### src/rtl/muldiv_ctrl_if.sv
// Handshake/bus bundle for muldiv_ctrl.
//   Issue side : op_valid, op_code, op_a, op_b, flush -> busy, hi, lo
//   Multiplier : mul_start, mul_signed, mul_a, mul_b  <- mul_res
//   Divider    : div_start, div_signed, div_a, div_b, div_abort
//                <- div_done, div_quo, div_rem
// slave  : the controller's view.
// master : the view of the surrounding pipeline and arithmetic units.
interface muldiv_ctrl_if;
    logic        op_valid;
    logic [2:0]  op_code;
    logic [31:0] op_a;
    logic [31:0] op_b;
    logic        flush;
    logic        busy;
    logic [31:0] hi;
    logic [31:0] lo;
    logic        mul_start;
    logic        mul_signed;
    logic [31:0] mul_a;
    logic [31:0] mul_b;
    logic [63:0] mul_res;
    logic        div_start;
    logic        div_signed;
    logic [31:0] div_a;
    logic [31:0] div_b;
    logic        div_done;
    logic [31:0] div_quo;
    logic [31:0] div_rem;
    logic        div_abort;

    modport slave (
        input  op_valid, op_code, op_a, op_b, flush, mul_res,
               div_done, div_quo, div_rem,
        output busy, hi, lo, mul_start, mul_signed, mul_a, mul_b,
               div_start, div_signed, div_a, div_b, div_abort
    );

    modport master (
        output op_valid, op_code, op_a, op_b, flush, mul_res,
               div_done, div_quo, div_rem,
        input  busy, hi, lo, mul_start, mul_signed, mul_a, mul_b,
               div_start, div_signed, div_a, div_b, div_abort
    );
endinterface

### src/rtl/muldiv_ctrl.sv
// HI/LO owner and sequencer for MIPS mult/multu/div/divu/mthi/mtlo.
// Drives a fixed-latency pipelined multiplier and an iterative divider
// (start/done), writes results into HI/LO and holds busy while a mul/div
// is in flight. flush cancels in-flight work (divider gets div_abort).
// Ports:
//   Clk   : clock, posedge
//   Clr_n : synchronous active-low reset
//   bus   : muldiv_ctrl_if.slave (issue, HI/LO, multiplier, divider)
// Parameter MUL_LAT (1..8): cycles from mul_start to the writeback edge.
module muldiv_ctrl #(
    parameter int MUL_LAT = 3
) (
    input logic          Clk,
    input logic          Clr_n,
    muldiv_ctrl_if.slave bus
);
    typedef enum logic [1:0] {IDLE, MUL, DIV} state_t;

    localparam logic [2:0] OP_MULT  = 3'd0;
    localparam logic [2:0] OP_MULTU = 3'd1;
    localparam logic [2:0] OP_DIV   = 3'd2;
    localparam logic [2:0] OP_DIVU  = 3'd3;
    localparam logic [2:0] OP_MTHI  = 3'd4;
    localparam logic [2:0] OP_MTLO  = 3'd5;

    state_t      state;
    logic [2:0]  cnt;
    logic        busy;
    logic [31:0] hi, lo;
    logic        mul_start, mul_signed;
    logic [31:0] mul_a, mul_b;
    logic        div_start, div_signed, div_abort;
    logic [31:0] div_a, div_b;

    always_ff @(posedge Clk) begin
        if (!Clr_n) begin
            // Divider shares this reset, so no abort pulse here.
            state      <= IDLE;
            cnt        <= '0;
            busy       <= 1'b0;
            hi         <= '0;
            lo         <= '0;
            mul_start  <= 1'b0;
            mul_signed <= 1'b0;
            mul_a      <= '0;
            mul_b      <= '0;
            div_start  <= 1'b0;
            div_signed <= 1'b0;
            div_a      <= '0;
            div_b      <= '0;
            div_abort  <= 1'b0;
        end else begin
            mul_start <= 1'b0;
            div_start <= 1'b0;
            div_abort <= 1'b0;
            case (state)
                IDLE: begin
                    if (bus.op_valid && !bus.flush) begin
                        case (bus.op_code)
                            OP_MTHI: hi <= bus.op_a;
                            OP_MTLO: lo <= bus.op_a;
                            OP_MULT, OP_MULTU: begin
                                mul_a      <= bus.op_a;
                                mul_b      <= bus.op_b;
                                mul_signed <= (bus.op_code == OP_MULT);
                                mul_start  <= 1'b1;
                                cnt        <= 3'(MUL_LAT - 1);
                                state      <= MUL;
                                busy       <= 1'b1;
                            end
                            OP_DIV, OP_DIVU: begin
                                // Divide by zero: result undefined, leave HI/LO alone.
                                if (bus.op_b != '0) begin
                                    div_a      <= bus.op_a;
                                    div_b      <= bus.op_b;
                                    div_signed <= (bus.op_code == OP_DIV);
                                    div_start  <= 1'b1;
                                    state      <= DIV;
                                    busy       <= 1'b1;
                                end
                            end
                            default: ;
                        endcase
                    end
                end
                MUL: begin
                    // flush takes priority over a same-cycle writeback.
                    if (bus.flush) begin
                        state <= IDLE;
                        busy  <= 1'b0;
                    end else if (cnt == '0) begin
                        {hi, lo} <= bus.mul_res;
                        state    <= IDLE;
                        busy     <= 1'b0;
                    end else begin
                        cnt <= cnt - 3'd1;
                    end
                end
                DIV: begin
                    if (bus.flush) begin
                        div_abort <= 1'b1;
                        state     <= IDLE;
                        busy      <= 1'b0;
                    end else if (bus.div_done) begin
                        lo    <= bus.div_quo;
                        hi    <= bus.div_rem;
                        state <= IDLE;
                        busy  <= 1'b0;
                    end
                end
                default: begin
                    state <= IDLE;
                    busy  <= 1'b0;
                end
            endcase
        end
    end

    assign bus.busy       = busy;
    assign bus.hi         = hi;
    assign bus.lo         = lo;
    assign bus.mul_start  = mul_start;
    assign bus.mul_signed = mul_signed;
    assign bus.mul_a      = mul_a;
    assign bus.mul_b      = mul_b;
    assign bus.div_start  = div_start;
    assign bus.div_signed = div_signed;
    assign bus.div_a      = div_a;
    assign bus.div_b      = div_b;
    assign bus.div_abort  = div_abort;
endmodule

### src/flat_wrapper.sv
// flat-port wrapper written by rule: the top's interface ports become plain ports
module muldiv_ctrl_flat 
#(
    parameter int MUL_LAT = 3
)
  (Clk, Clr_n, bus_op_valid, bus_op_code, bus_op_a, bus_op_b, bus_flush, bus_mul_res, bus_div_done, bus_div_quo, bus_div_rem, bus_busy, bus_hi, bus_lo, bus_mul_start, bus_mul_signed, bus_mul_a, bus_mul_b, bus_div_start, bus_div_signed, bus_div_a, bus_div_b, bus_div_abort);
  muldiv_ctrl_if bus_i ();
  input logic Clk;
  input logic Clr_n;
  input wire logic [$bits(bus_i.op_valid)-1:0] bus_op_valid;
  input wire logic [$bits(bus_i.op_code)-1:0] bus_op_code;
  input wire logic [$bits(bus_i.op_a)-1:0] bus_op_a;
  input wire logic [$bits(bus_i.op_b)-1:0] bus_op_b;
  input wire logic [$bits(bus_i.flush)-1:0] bus_flush;
  input wire logic [$bits(bus_i.mul_res)-1:0] bus_mul_res;
  input wire logic [$bits(bus_i.div_done)-1:0] bus_div_done;
  input wire logic [$bits(bus_i.div_quo)-1:0] bus_div_quo;
  input wire logic [$bits(bus_i.div_rem)-1:0] bus_div_rem;
  output wire logic [$bits(bus_i.busy)-1:0] bus_busy;
  output wire logic [$bits(bus_i.hi)-1:0] bus_hi;
  output wire logic [$bits(bus_i.lo)-1:0] bus_lo;
  output wire logic [$bits(bus_i.mul_start)-1:0] bus_mul_start;
  output wire logic [$bits(bus_i.mul_signed)-1:0] bus_mul_signed;
  output wire logic [$bits(bus_i.mul_a)-1:0] bus_mul_a;
  output wire logic [$bits(bus_i.mul_b)-1:0] bus_mul_b;
  output wire logic [$bits(bus_i.div_start)-1:0] bus_div_start;
  output wire logic [$bits(bus_i.div_signed)-1:0] bus_div_signed;
  output wire logic [$bits(bus_i.div_a)-1:0] bus_div_a;
  output wire logic [$bits(bus_i.div_b)-1:0] bus_div_b;
  output wire logic [$bits(bus_i.div_abort)-1:0] bus_div_abort;
  assign bus_i.op_valid = bus_op_valid;
  assign bus_i.op_code = bus_op_code;
  assign bus_i.op_a = bus_op_a;
  assign bus_i.op_b = bus_op_b;
  assign bus_i.flush = bus_flush;
  assign bus_i.mul_res = bus_mul_res;
  assign bus_i.div_done = bus_div_done;
  assign bus_i.div_quo = bus_div_quo;
  assign bus_i.div_rem = bus_div_rem;
  assign bus_busy = bus_i.busy;
  assign bus_hi = bus_i.hi;
  assign bus_lo = bus_i.lo;
  assign bus_mul_start = bus_i.mul_start;
  assign bus_mul_signed = bus_i.mul_signed;
  assign bus_mul_a = bus_i.mul_a;
  assign bus_mul_b = bus_i.mul_b;
  assign bus_div_start = bus_i.div_start;
  assign bus_div_signed = bus_i.div_signed;
  assign bus_div_a = bus_i.div_a;
  assign bus_div_b = bus_i.div_b;
  assign bus_div_abort = bus_i.div_abort;
  muldiv_ctrl #(.MUL_LAT(MUL_LAT)) u_core (.Clk(Clk), .Clr_n(Clr_n), .bus(bus_i));
endmodule
### config.mk
export PLATFORM = sky130hd
export DESIGN_NAME = muldiv_ctrl_flat
export DESIGN_NICKNAME = d
export VERILOG_FILES = /design/src/rtl/muldiv_ctrl_if.sv /design/src/rtl/muldiv_ctrl.sv /design/src/flat_wrapper.sv
export SDC_FILE = /design/constraint.sdc
export NUM_CORES = 1
export LEC_CHECK = 0
export ABC_AREA = 1
export CORE_MARGIN = 10
export CORE_UTILIZATION = 30
export DETAILED_ROUTE_END_ITERATION = 10
export HOLD_SLACK_MARGIN = 0.12
export PLACE_DENSITY_LB_ADDON = 0.05
export SLEW_MARGIN = 20
export SYNTH_ARGS = -nofsm -noshare
export SYNTH_HDL_FRONTEND = slang
export SYNTH_SLANG_ARGS = --single-unit
### constraint.sdc
create_clock -name Clk -period 5.45 [get_ports Clk]
set_clock_uncertainty 0.2 [all_clocks]
set_input_delay 0.8175 -clock Clk [delete_from_list [all_inputs] [get_ports Clk]]
set_output_delay 0.8175 -clock Clk [all_outputs]
set_load 0.01 [all_outputs]
### Yosys cells after proc, flatten, opt, wreduce, memory -nomap -nowiden

Cells that the tools add are included.

* $add $sub $neg: 1
* eq/ne operators: 20
* multiplexer cells: 38
* reductions and logical operators: 19

Operators with widths (count)
* $mux W32: 12
* $pmux W32 S3: 2
* $reduce_bool A32 Y1: 1
* $ne A2 B2 Y1 const B: 7
* $reduce_and A7 Y1: 2
* $mux W2: 6
* $mux W3: 4
* $reduce_and A5 Y1: 2
* $mux W1: 9
* $reduce_and A4 Y1: 2
* $eq A3 B2 Y1 const B: 2
* $eq A3 B3 Y1 const B: 2
* $logic_not A3 Y1: 2
* $ne A3 B2 Y1 const B: 2
* $ne A3 B3 Y1 const B: 2
* $pmux W2 S3: 1
* $pmux W3 S2: 1
* $reduce_and A3 Y1: 2
* $ne A2 B1 Y1 const B: 2
* $pmux W2 S2: 1
* $reduce_or A2 Y1: 2
* $eq A3 B1 Y1 const B: 1
* $pmux W1 S3: 1
* $reduce_bool A3 Y1: 1
* other kinds (9): 9

* register bits after elaboration: 203
* input port bits: 200
* output and inout bits: 198
* logic and storage cells: 92

### Logic depth before layout (Yosys ltp)

* depth after elaboration: 5
* gate-level depth with buffers: 13
* depth with buffers taken out: 11

### Worst setup path after synthesis

No wires, ideal clock.

* path type: input to register
* start point: in bus_flush
* end point: reg u_core.hi[13] (netlist: u_core.bus.hi[13])
* library setup time: 113 ps
* arrival time: 1798 ps
* required time: 5137 ps
* setup slack: 3339 ps
* stages: 9
* buffers on the path: 1
* path through: inv_1 -> nand2_2 -> a21oi_1 -> nand2_1 -> nor2_4 -> buf_4 -> nand2_1 -> nand2_1 -> nor2_1

* cells in the longest elaborated chain, start to end: 4
* elaborated cells on any way between the ends: 6
* those cells by class: eq/ne (3); reduce/logical (3)

RTL lines
* from (decl): RTL line flat_wrapper.sv:14 `input wire logic [$bits(bus_i.flush)-1:0] bus_flush;`
* $logic_not A1 Y1: RTL line muldiv_ctrl.sv:58 `if (bus.op_valid && !bus.flush) begin`
* $logic_and A1 B1 Y1: RTL line muldiv_ctrl.sv:58
* $ne A2 B1 Y1 (no line)
* $reduce_and A7 Y1 (no line) (*)
* to (signal assigned): RTL line muldiv_ctrl.sv:60 `OP_MTHI: hi <= bus.op_a;`
* to (signal assigned): RTL line muldiv_ctrl.sv:92 `{hi, lo} <= bus.mul_res;`
* to (signal assigned): RTL line muldiv_ctrl.sv:106 `hi <= bus.div_rem;`
* to (decl): RTL line muldiv_ctrl.sv:29 `logic [31:0] hi, lo;`

Every way passes the cells marked *; elsewhere a longest branch is shown, timed or not.
A chain may end at the register's enable or synchronous reset.

### Final worst setup path

* start point: reg u_core.state[1]
* end point: reg u_core.hi[14] (netlist: u_core.bus.hi[14])

* cells in the longest elaborated chain, start to end: 3
* elaborated cells on any way between the ends: 12
* those cells by class: eq/ne (8); mux (1); reduce/logical (3)

RTL lines
* from (decl): RTL line muldiv_ctrl.sv:26 `state_t state;`
* from (signal assigned): RTL line muldiv_ctrl.sv:38 `state <= IDLE;`
* from (signal assigned): RTL line muldiv_ctrl.sv:68 `state <= MUL;`
* from (signal assigned): RTL line muldiv_ctrl.sv:78 `state <= DIV;`
* $eq A2 B1 Y1, or another cell as far along: RTL line muldiv_ctrl.sv:56 `case (state)`
* $ne A2 B1 Y1 (no line), or another cell as far along
* $reduce_and A7 Y1 (no line)

Parallel ways exist; a longest one is shown, timed or not.

==> impl_metrics.json <==
{
  "crit_type": "reg2reg",
  "cts_made_buffers": 25,
  "finalHoldViolCount": 0,
  "gp_congestion": 0.815,
  "multi_input_area_um2": 4130,
  "grt.total_usage_pct": 20.7,
  "r2r_setup_slack_ns": 2.18,
  "antenna_found_initial": 4,
  "internal_power_w": 0.00351,
  "grt_use_met1_pct": 27.4,
  "clock_power_share_pct": 31.8,
  "busiest_layer": "met2",
  "cts_hold_buffers": 0,
  "detail_route.vias_per_cell": 4.72,
  "status": "finished, final reports clean",
  "fill_cells": 2891,
  "setup_viol": 0,
  "drive_gt1_share_pct": 4.13,
  "use_met3_pct": 7.36,
  "cts_setup_buffers": 0,
  "worst_pin_slew_ns": 0.870,
  "die_y_um": 192,
  "yosys_warnings": 0,
  "num_vias": 9274,
  "post-route-period-util_pct": 60.0,
  "cts_tree": "built",
  "rows": 62,
  "slowest_stage": "ha_2",
  "crit_chain": "inv_1, ha_2, inv_1, nand2_2, o21ai_2, nor2_1, nand2_1, nor2_4, buf_4, nand2_1, nand2_1, nor2_1",
  "drt-total-wl_um": 40200,
  "cts.sinks": 203,
  "crit_arrival_ns": 3.47,
  "slew_violations": 0,
  "clk_path_buf_depth": 3,
  "cts.repair.resized": 0,
  "crit_top_cell": "nand2_1",
  "ir_worst_vdd_mv": 0.187,
  "start_util_pct": 30.6,
  "syn_area_um2": 8840,
  "p_sw_w": 0.00177,
  "p_seq_share_pct": 33.9,
  "htree_levels": 1,
  "hp-class": "reg2reg",
  "ys_seq_elements": 203,
  "final_area_um2": 13800,
  "dp_hpwl_um": 30000,
  "root_buffer": "clkbuf_16",
  "synth_cell_types": 27,
  "synthesis.nets": 1423,
  "grt_pass1_vias": 9083,
  "rsz0062_at_grt": "false",
  "power_leakage_nw": 5.46,
  "syn2layout_area_growth_pct": 56.2,
  "grt_max_degree": 126,
  "synth_cells": 1218,
  "grt_pass1_wl_um": 58700,
  "worstSetupEndpoint": "u_core.bus.hi[14]$_SDFFE_PN0P_",
  "tns_ns": 0,
  "dr.pass1.iters": 4,
  "fmax_mhz": 306,
  "p_comb_share_pct": 34.4,
  "whs_ns": 0.266,
  "max_slew_margin_pct": 41.9,
  "placed_cell_area_um2": 13000,
  "period_minus_slack_ns": 3.27,
  "clk_pin_slew_ns": 0.06,
  "die_x_um": 192,
  "power.total_w": 0.00528,
  "crit_path_end_kind": "flop",
  "power.density_nw_per_um2": 382,
  "grt_overflow": 0,
  "seq_area_frac_synth_pct": 46.0,
  "drcViolationCount": 0,
  "power.share.switching_pct": 33.6,
  "max_cap_viol_count": 0,
  "r2r_start": "u_core.state[1]$_SDFFE_PN0P_",
  "reg2reg_depth": 12,
  "num_io_pins": 398,
  "antenna_left": 0,
  "critPathMaxFanout": 37,
  "cp_data_required_time_ns": 5.65,
  "drtIter0Drc": 588,
  "startpoint_type": "flop",
  "final_util_pct": 47.8,
  "die_area_um2": 36700,
  "slowest_delay_ns": 0.71,
  "fin_nets": 1763,
  "wl_per_cell_um": 20.5,
  "insertion_delay_ns": 0.51,
  "cp-startpoint": "u_core.state[1]$_SDFFE_PN0P_",
  "syn_area_per_cell_um2": 7.25,
  "coreArea_um2": 28900,
  "port_buffers": 397,
  "grt_use_met2_pct": 31.3,
  "r2r-end": "u_core.bus.hi[14]$_SDFFE_PN0P_",
  "regArea_um2": 4060
}
[stage by stage]
| step | setup WS [ns] | std cells |
|---|---|---|
| after global placement | 1.82 | 1915 |
| after floorplan | 3.34 | 1218 |
| final | 2.18 | 1963 |
| after global routing | 1.85 | 1963 |
| after detailed placement | 1.77 | 1915 |
| after CTS | 2.17 | 1959 |
[final cells by class]
type | count | share of cell area, %
clock buffers | 35 | 5.31
repair buffers | 408 | 29.5
inverters | 57 | 1.56
multi-input cells | 863 | 29.9
clock inverters | 9 | 0.725
diodes | 4 | 0.0725
well taps | 384 | 3.48
flip-flops and latches | 203 | 29.4
[power groups by stage]
stage	Clock [W]	Sequential, W	Combinational, W
after floorplan	0	0.00190	0.000877
after global placement	0	0.00181	0.00182
after detailed placement	0	0.00182	0.00182
after CTS	0.00172	0.00179	0.00183
after global routing	0.00178	0.00181	0.00199
final	0.00168	0.00179	0.00181
[worst min path at each step]
stage	from	endpoint	slack, ns	depth (start not counted)
final	u_core.bus.div_b[20]$_SDFFE_PN0P_	u_core.bus.div_b[20]$_SDFFE_PN0P_	0.27	2
after global routing	u_core.bus.div_a[18]$_SDFFE_PN0P_	u_core.bus.div_a[18]$_SDFFE_PN0P_	0.30	2
after CTS	u_core.bus.div_b[20]$_SDFFE_PN0P_	u_core.bus.div_b[20]$_SDFFE_PN0P_	0.27	2
after detailed placement	u_core.bus.div_b[20]$_SDFFE_PN0P_	u_core.bus.div_b[20]$_SDFFE_PN0P_	0.26	2
after global placement	u_core.bus.div_b[3]$_SDFFE_PN0P_	u_core.bus.div_b[3]$_SDFFE_PN0P_	0.25	2
after floorplan	u_core.cnt[0]$_SDFFE_PN0P_	u_core.cnt[0]$_SDFFE_PN0P_	0.25	2
[routing by layer]
layer / part of all wire [%] / wire (um) / vias to the layer above
met3: 9.2 / 3720 / 40
li1: - / - / 4694
met1: 45 / 17900 / 4264
met5: 0 / 0 / -
met4: 1.9 / 748 / 0
met2: 44 / 17800 / 276
[state kept, by name, indices dropped and copies added, names as in the netlist]
register / flops
u_core.bus.hi: 32
u_core.cnt: 3
u_core.bus.mul_start: 1
u_core.bus.div_signed: 1
u_core.bus.mul_a: 32
u_core.bus.div_abort: 1
u_core.bus.lo: 32
u_core.bus.mul_b: 32
u_core.bus.div_start: 1
u_core.state: 2
u_core.bus.mul_signed: 1
u_core.bus.div_b: 32
u_core.bus.div_a: 32
u_core.bus.busy: 1
[synth_stat cells (all sizes together)]
| cell | number | area share (%) |
|---|---|---|
| nor2 | 307 | 13 |
| inv | 57 | 2.4 |
| a211oi | 1 | 0.085 |
| o21ai | 105 | 6.0 |
| a22o | 64 | 6.3 |
| nand3 | 48 | 2.7 |
| and2 | 1 | 0.071 |
| nand4 | 1 | 0.071 |
| buf | 54 | 3.5 |
| ha | 5 | 0.71 |
| dfxtp | 203 | 46 |
| nor4 | 1 | 0.071 |
| nand2 | 160 | 6.9 |
| a21oi | 144 | 8.2 |
| clkbuf | 41 | 1.7 |
| a31oi | 1 | 0.071 |
| nor3 | 2 | 0.11 |
| nor3b | 1 | 0.085 |
| nand3b | 22 | 1.9 |
[layout by cell type (no fill, tap or decap)]
| cell type | synthesis | layout |
|---|---|---|
| nor4_1 | 1 | 1 |
| a22o_1 | 64 | 64 |
| clkbuf_1 | 41 | 3 |
| o21ai_1 | 8 | 8 |
| nor3b_1 | 1 | 1 |
| clkdlybuf4s50_1 | 0 | 396 |
| clkbuf_16 | 0 | 25 |
| a21oi_1 | 144 | 144 |
| nand4_1 | 1 | 1 |
| o21ai_0 | 96 | 96 |
| nor3_2 | 0 | 1 |
| nor2_4 | 1 | 2 |
| inv_2 | 2 | 1 |
| clkinvlp_4 | 0 | 2 |
| nand2_2 | 2 | 2 |
| a31oi_1 | 1 | 1 |
| inv_1 | 55 | 55 |
| ha_4 | 0 | 1 |
| ha_1 | 5 | 2 |
| diode_2 | 0 | 4 |
| and2_4 | 0 | 1 |
| clkbuf_8 | 0 | 7 |
| buf_6 | 5 | 1 |
| clkinv_2 | 0 | 6 |
| nor2_1 | 306 | 305 |
| nand3b_1 | 22 | 22 |
| ha_2 | 0 | 2 |
| nor3_1 | 2 | 1 |
| buf_12 | 0 | 1 |
| o21ai_2 | 1 | 1 |
| bufinv_16 | 0 | 2 |
| nand2_1 | 158 | 158 |
| dfxtp_1 | 203 | 203 |
| nand3_1 | 48 | 48 |
| buf_4 | 7 | 10 |
| a211oi_1 | 1 | 1 |
[worst max-delay path, delay by kind of cell, from the launching register on]
kind | cells | cell delay (ns)
buffers and inverters | 3 | 0.74
DFF | 1 | 0.31
adders and majority gates | 1 | 0.71
and+or+nand+nor | 7 | 1.11
AOI/OAI and AO/OA | 1 | 0.06
[cell families after synthesis]
group / after synthesis / share of synthesized area [%]
flip-flops: 203 / 46.0
buffers and inverters: 152 / 7.67
AO/OA/AOI/OAI: 315 / 20.6
adder cells (fa/ha/maj): 5 / 0.708
AND/OR/NAND/NOR: 543 / 25.0
(Power assumes the default switching activity.)
